[src/rtl/rv32i_pkg.sv]
// Shared RV32I types: register-file widths and the write-back queue entry.
package rv32i_pkg;

    localparam int XLEN       = 32;
    localparam int REG_ADDR_W = 5;

    typedef struct packed {
        logic [REG_ADDR_W-1:0] rd;
        logic [XLEN-1:0]       data;
    } wb_entry_t;

endpackage

[src/rtl/regfile_wb_fifo.sv]
// In-order DEPTH-entry FIFO of write-back entries; also exposes the raw storage
// and per-slot occupancy so the parent can search pending results.
module regfile_wb_fifo
    import rv32i_pkg::*;
#(
    parameter  int DEPTH = 4,
    localparam int PTR_W = $clog2(DEPTH),
    localparam int CNT_W = $clog2(DEPTH + 1)
) (
    input  logic                  CLK,
    input  logic                  RST,
    input  logic                  push,
    input  wb_entry_t             push_entry,
    input  logic                  pop,
    output wb_entry_t             head,
    output logic [PTR_W-1:0]      head_ptr,
    output logic [CNT_W-1:0]      count,
    output wb_entry_t [DEPTH-1:0] entries,
    output logic [DEPTH-1:0]      occupied
);

    localparam logic [CNT_W-1:0] FULL_COUNT = CNT_W'(DEPTH);

    wb_entry_t [DEPTH-1:0] mem;
    logic [PTR_W-1:0]      tail_ptr;
    logic                  push_ok;
    logic                  pop_ok;

    // Guard against overflow/underflow so a misbehaving parent cannot corrupt the count.
    assign push_ok = push && (count != FULL_COUNT);
    assign pop_ok  = pop && (count != '0);

    always_ff @(posedge CLK) begin
        if (RST) begin
            head_ptr <= '0;
            tail_ptr <= '0;
            count    <= '0;
        end else begin
            if (push_ok) begin
                tail_ptr <= tail_ptr + 1'b1;
            end
            if (pop_ok) begin
                head_ptr <= head_ptr + 1'b1;
            end
            if (push_ok && !pop_ok) begin
                count <= count + 1'b1;
            end else if (pop_ok && !push_ok) begin
                count <= count - 1'b1;
            end
        end
    end

    // Storage is not reset; occupancy alone decides which slots are meaningful.
    always_ff @(posedge CLK) begin
        if (push_ok) begin
            mem[tail_ptr] <= push_entry;
        end
    end

    assign head    = mem[head_ptr];
    assign entries = mem;

    // A slot is occupied when its distance from the head is below the count.
    always_comb begin
        logic [PTR_W-1:0] offset;
        offset   = '0;
        occupied = '0;
        for (int i = 0; i < DEPTH; i++) begin
            offset      = PTR_W'(i) - head_ptr;
            occupied[i] = (CNT_W'(offset) < count);
        end
    end

endmodule

[src/rtl/regfile_wb_queue.sv]
// Write-back queue feeding the register-file write port, with optional pending-value
// forwarding to decode (built only when REGFILE_WB_FWD_EN is defined).
module regfile_wb_queue
    import rv32i_pkg::*;
#(
    parameter  int DEPTH = 4,
    localparam int CNT_W = $clog2(DEPTH + 1)
) (
    input  logic                  CLK,
    input  logic                  RST,
    input  logic                  IN_VALID,
    output logic                  IN_READY,
    input  logic [REG_ADDR_W-1:0] IN_RD,
    input  logic [XLEN-1:0]       IN_DATA,
    input  logic                  WR_STALL,
    output logic [REG_ADDR_W-1:0] AW,
    output logic                  EW,
    output logic [XLEN-1:0]       DW,
    input  logic [REG_ADDR_W-1:0] A1,
    input  logic [REG_ADDR_W-1:0] A2,
    output logic                  FWD1_HIT,
    output logic                  FWD2_HIT,
    output logic [XLEN-1:0]       FWD1_DATA,
    output logic [XLEN-1:0]       FWD2_DATA,
    output logic [CNT_W-1:0]      COUNT
);

    localparam int PTR_W = $clog2(DEPTH);
    localparam logic [CNT_W-1:0] FULL_COUNT = CNT_W'(DEPTH);

    wb_entry_t             in_entry;
    wb_entry_t             head;
    wb_entry_t [DEPTH-1:0] entries;
    logic [DEPTH-1:0]      occupied;
    logic [PTR_W-1:0]      head_ptr;
    logic [CNT_W-1:0]      count;
    logic                  accept;
    logic                  push;
    logic                  not_empty;

    // Ready comes from the registered count only, so a full queue never reuses a slot
    // that is being drained in the same cycle.
    assign IN_READY = (count < FULL_COUNT);
    assign accept   = IN_VALID && IN_READY;
    assign push     = accept && (IN_RD != '0);
    assign in_entry = '{rd: IN_RD, data: IN_DATA};

    regfile_wb_fifo #(
        .DEPTH(DEPTH)
    ) u_fifo (
        .CLK        (CLK),
        .RST        (RST),
        .push       (push),
        .push_entry (in_entry),
        .pop        (EW),
        .head       (head),
        .head_ptr   (head_ptr),
        .count      (count),
        .entries    (entries),
        .occupied   (occupied)
    );

    assign not_empty = (count != '0);
    assign EW        = not_empty && !WR_STALL;
    assign AW        = not_empty ? head.rd : '0;
    assign DW        = not_empty ? head.data : '0;
    assign COUNT     = count;

`ifdef REGFILE_WB_FWD_EN
    // Scan oldest to youngest so the last match, the youngest entry, wins.
    always_comb begin
        logic [PTR_W-1:0] idx;
        idx       = '0;
        FWD1_HIT  = 1'b0;
        FWD2_HIT  = 1'b0;
        FWD1_DATA = '0;
        FWD2_DATA = '0;
        for (int i = 0; i < DEPTH; i++) begin
            idx = head_ptr + PTR_W'(i);
            if (occupied[idx] && (A1 != '0) && (entries[idx].rd == A1)) begin
                FWD1_HIT  = 1'b1;
                FWD1_DATA = entries[idx].data;
            end
            if (occupied[idx] && (A2 != '0) && (entries[idx].rd == A2)) begin
                FWD2_HIT  = 1'b1;
                FWD2_DATA = entries[idx].data;
            end
        end
    end
`else
    logic unused_fwd_inputs;

    assign FWD1_HIT          = 1'b0;
    assign FWD2_HIT          = 1'b0;
    assign FWD1_DATA         = '0;
    assign FWD2_DATA         = '0;
    assign unused_fwd_inputs = ^{A1, A2, entries, occupied, head_ptr};
`endif

endmodule

[config.mk]
export PLATFORM = sky130hd
export DESIGN_NAME = regfile_wb_queue
export DESIGN_NICKNAME = d
export VERILOG_FILES = /design/src/rtl/rv32i_pkg.sv /design/src/rtl/regfile_wb_fifo.sv /design/src/rtl/regfile_wb_queue.sv
export SDC_FILE = /design/constraint.sdc
export NUM_CORES = 1
export LEC_CHECK = 0
export ABC_AREA = 1
export CORE_MARGIN = 2
export CORE_UTILIZATION = 25
export CTS_CLUSTER_SIZE = 16
export DETAILED_ROUTE_END_ITERATION = 7
export MAX_ROUTING_LAYER = met4
export PLACE_DENSITY = 0.43
export SLEW_MARGIN = 10
export SYNTH_ARGS = -nofsm -noshare
export SYNTH_HDL_FRONTEND = slang
export SYNTH_SLANG_ARGS = --single-unit
[constraint.sdc]
create_clock -name CLK -period 6.7 [get_ports CLK]
set_clock_uncertainty 0.15 [all_clocks]
set_input_delay 0.67 -clock CLK [delete_from_list [all_inputs] [get_ports CLK]]
set_output_delay 0.67 -clock CLK [all_outputs]
set_load 0.01 [all_outputs]
# Word level (Yosys, flattened, before mapping)
# Index checks and enable logic that the tools add are counted.
[word_totals]
regBits = 155
latch_bits = 0
ramBits = 0
rom_bits = 0
input_bits = 51
out_inout_bits = 108
elab_cells = 43
mem_count = 0
[op_classes]
n_addsub = 4
multipliers = 0
div_mod_pow = 0
n_lt_le_gt_ge = 4
eq_ne = 1
n_shift = 0
mux = 9
n_bitwise = 0
reduce_logical = 14
[ops]
columns = ["operator", "n"]
rows = [
  ["$bwmux 148", 1],
  ["$bmux 37 s2", 1],
  ["$demux 37 s2", 1],
  ["$mux 37", 2],
  ["$mux 32", 1],
  ["$logic_and 1x1->1", 8],
  ["$lt 2x3->1 const B", 2],
  ["$mux 3", 2],
  ["$mux 5", 1],
  ["$reduce_bool 5->1", 1],
  ["$add 2x1->2 const B", 2],
  ["$add 3x1->3 const B", 1],
  ["$logic_not 1->1", 3],
  ["$lt 3x3->1 const B", 1],
  ["$ne 3x3->1 const B", 1],
  ["$reduce_bool 3->1", 1],
  ["$sub 3x1->3 const B", 1],
  ["$ge 2x1->1 const B", 1],
  ["$reduce_bool 2->1", 1],
]

# Longest topological paths before layout
[depth]
depth_word = 8
mapped_depth = 13
mapped_depth_nobuf = 13

# Cells and area by module
# Synthesis repeated with hierarchy kept, for this count alone.
[hier_totals]
cells_unflattened = 545
hier_area_um2 = 6732.7
[modules_own_cells]
columns = ["module", "instances", "cells_per_inst", "area_each_um2", "seq_area_each_um2"]
rows = [
  ["regfile_wb_fifo", 1, 389, 5871.9, 4584.4],
  ["regfile_wb_queue", 1, 156, 860.8, 0.0],
]

# Worst setup path after synthesis
# OpenSTA, ideal clock, no wires.
[synth_timing]
kind = "in2reg"
startpoint = "input port IN_VALID"
endpoint = "register u_fifo.mem, in the netlist u_fifo.entries[0] (enable)"
setup_time_ns = 0.431
arrival_ns = 2.619
required_time_ns = 6.119
slack_ns = 3.500
stages = 4
n_path_buf = 0
path_cell_list = "inv_1 -> nor2_1 -> nand2_1 -> nor2_1"
[synth_between]
elab_chain_cells = 3
[synth_rtl]
columns = ["element", "line", "text"]
rows = [
  ["start, declared", "regfile_wb_queue.sv:11", "input logic IN_VALID,"],
  ["$logic_and 1x1->1", "regfile_wb_queue.sv:44", "assign accept = IN_VALID && IN_READY;"],
  ["$logic_and 1x1->1", "regfile_wb_queue.sv:45", "assign push = accept && (IN_RD != '0);"],
  ["$logic_and 1x1->1", "regfile_wb_fifo.sv:30", "assign push_ok = push && (count != FULL_COUNT);"],
  ["end signal, assigned by index", "regfile_wb_fifo.sv:56", "mem[tail_ptr] <= push_entry;"],
  ["end, declared", "regfile_wb_fifo.sv:24", "wb_entry_t [DEPTH-1:0] mem;"],
]
# Every way passes these cells.
# A chain may end at the register's enable or synchronous reset.

# Final worst setup path
[layout_timing]
startpoint = "register u_fifo.head_ptr[1]"
endpoint = "output port DW[11]"
[layout_between]
elab_chain_cells = 3
[layout_rtl]
columns = ["element", "line", "text"]
rows = [
  ["start, declared", "regfile_wb_fifo.sv:16", "output logic [PTR_W-1:0] head_ptr,"],
  ["start signal, assigned", "regfile_wb_fifo.sv:43", "head_ptr <= head_ptr + 1'b1;"],
  ["$bmux 37 s2", "regfile_wb_fifo.sv:60", "assign head = mem[head_ptr];"],
  ["$mux 37 (not written as such)", "regfile_wb_fifo.sv:60", ""],
  ["$mux 32", "regfile_wb_queue.sv:66", "assign DW = not_empty ? head.data : '0;"],
  ["end, declared", "regfile_wb_queue.sv:18", "output logic [XLEN-1:0] DW,"],
]
# Every way passes these cells. The select of a mux whose other input is x is not followed.

==> metrics.txt <==
status complete, no violations; Starting Density 25.61%; CTS tree yes; RSZ-0062 raised after global routing false; Peak VDD IR roughly 0.26 mV; H-tree Lvls 4; Power Density ~400 nW/um^2; crit path time final 4242 ps; Die Ht 167.8 um; routed len/inst 15.57 um; I/O Buffers 82; Area growth syn-to-layout 22.51%; CP Capture Type output port; Critical Path Start Type register; Yosys cell types 18; Total Wirelength between 15,000 and 20,000 um; Crit Reg-Reg Startpoint u_fifo.count[2]; sequential share of the synthesized area 68.32%; CTS Hold Bufs 0; Synth Area in Compound Gates 8.801%; most frequent cells in the layout nor2_1, edfxtp_1, clkdlybuf4s50_1, conb_1, a21oi_1; top-area cell type share of the netlist area 66.23%; # IOs 159; Placement Cell Area 7587 um^2; Yosys reg bits 155; number of remaining DRC errors 0; CP Launch Point u_fifo.head_ptr[1]; Hold Path Stages 2; Synth Area in XOR/XNOR 0%; Tot Pwr approximately 0.0033 W; antenna viol nets, final 0; number of vias per cell 4.172; Net Sw Frac 31.08%; dominant cell type by area after synthesis edfxtp_1; Longest Clk Path Bufs 2; gate count after technology mapping 577; Reg power frac between 30% and 40%; vias 4,180; synth top area cells edfxtp_1, nor2_1, buf_4; post-CTS setup buffers 0; worst r2r dst u_fifo.entries[136]; main combinational cell family by area after synthesis buffers and inverters; NetSw between 0.001 and 0.0015 W; Avg Inst Size Synth about 12 um^2; Core Area 26,210 um^2; drt first pass iters 5; # setup viols final 0; clk slew on worst S/H paths 60 ps; clk_lat worst skew ~400 ps; fraction of synthesized area in multiplexers 0%; commonest non-fill, non-tap cell in the layout nor2_1; crit-path max FO 40; max cap viols 0; synthesized area 6710 um^2; fmax 235.7 MHz; Resized cells post-CTS 0; crit path kind reg -> out; antenna violations before repair 0; Simple-Gate Fraction of Synth Area 10.29%; placed insts 970; root buffer cell clkbuf_16; Comb power frac around 30%; Nets 711; P_int 0.002256 W; # diodes 0; part of the cycle the worst path needs 63.32%; num rows 59; Critical Path RT 5880 ps; Starting DRT DRC Count ~270; Final Non-Filler Cells around 1,000; total congestion overflow 0; Critical Path AT between 3000 and 4000 ps; Leak 2.900 nW; power share of the clock group 31.2%; first-pass GRT wire length 23,240 um; adder-cell share of the synthesized area 1.231%; worst relative slew slack 25.84%; clock sink count 155; TritonCTS Buffers 17; Reg2Reg Depth 4; reg2reg setup slack just over 4000 ps; worst hold-check path type reg -> reg; vias in the first global route 4,067; Hold Fails Final Rpt 0; final instance area a little over 8000 um^2; Ys Warns 0; Slew Limit Fails 0; worst-margin pin slew approximately 1100 ps; Die ar. 28,170 um^2; Die X 167.8 um; DP HPWL 8797 um; Worst Setup EP DW[11]; proportion of layout cells with a drive suffix above 1 6.297%; total negative setup slack 0 ps; worst hold margin 390.4 ps; Global Route Usage Sum 11.47%; largest net degree at the start of global routing 78; routability cong. 0.7291
==> layout make-up <==
| type | instances | area, um^2 |
|---|---|---|
| fill | 2620 | 17990 |
| sequential | 155 | 4589 |
| multi-input combinational | 372 | 1642 |
| timing repair buffer | 87 | 858.3 |
| clock buffer | 20 | 436.7 |
| tap | 335 | 419.2 |
| clock inverter | 12 | 196.4 |
| inverter | 21 | 78.83 |
==> synthesized netlist by cell type (all sizes together) <==
cell type	count
ha	5
clkbuf	5
nand3	6
inv	21
o21ai	76
a21oi	42
dfxtp	7
nand2	14
buf	89
fa	1
nor2	162
conb	1
edfxtp	148
==> state kept, by name (all words and copies together) (netlist names) <==
name	count
u_fifo.count	3
u_fifo.entries	148
u_fifo.head_ptr	2
u_fifo.tail_ptr	2
==> critical path, stage by stage, from the launching register on <==
cell             delay [ps]
dfxtp_2                1070
inv_2                   700
nor2_1                  240
o21ai_1                  80
a21oi_1                 300
clkdlybuf4s50_1         610
==> power by group through the flow <==
stage	registers (W)	logic [W]	clock network [W]
final	0.00127	0.000980	0.00102
after global routing	0.00129	0.00108	0.00109
after CTS	0.00128	0.00101	0.00105
after detailed placement	0.00130	0.00100	0
after global placement	0.00129	0.000991	0
after floorplan	0.00123	0.000590	0
==> cells by family after synthesis <==
logic type	after synthesis
AND/OR/NAND/NOR	182
AO/OA/AOI/OAI	118
other	1
buffers and inverters	115
flip-flops	155
adder cells (fa/ha/maj)	6
==> per-stage QoR <==
| stage | utilization (%) | setup WS [ps] |
|---|---|---|
| finish | 31.37 | 2458 |
| global route | 31.37 | 2198 |
| CTS | 31.37 | 2345 |
| detailed placement | 28.95 | 2802 |
| global placement | 28.95 | 2825 |
| floorplan | - | 3500 |
==> per-layer routing <==
metal / up-vias / wire length (um) / global-route usage (%)
met3: 15 / 713 / 2.351
li1: 2000 / - / -
met4: 0 / 185 / 3.970
met5: - / 0 / -
met1: 2008 / 7279 / 14.40
met2: 157 / 7419 / 18.52
==> worst min path at each step <==
stage / start / end
after CTS: u_fifo.count[0] / u_fifo.count[0]
after detailed placement: u_fifo.count[0] / u_fifo.count[0]
after global routing: u_fifo.count[0] / u_fifo.count[0]
final: u_fifo.tail_ptr[1] / u_fifo.tail_ptr[1]
after global placement: u_fifo.count[0] / u_fifo.count[0]
after floorplan: u_fifo.tail_ptr[1] / u_fifo.tail_ptr[1]
Note: power is estimated with default switching activity, not from simulation.
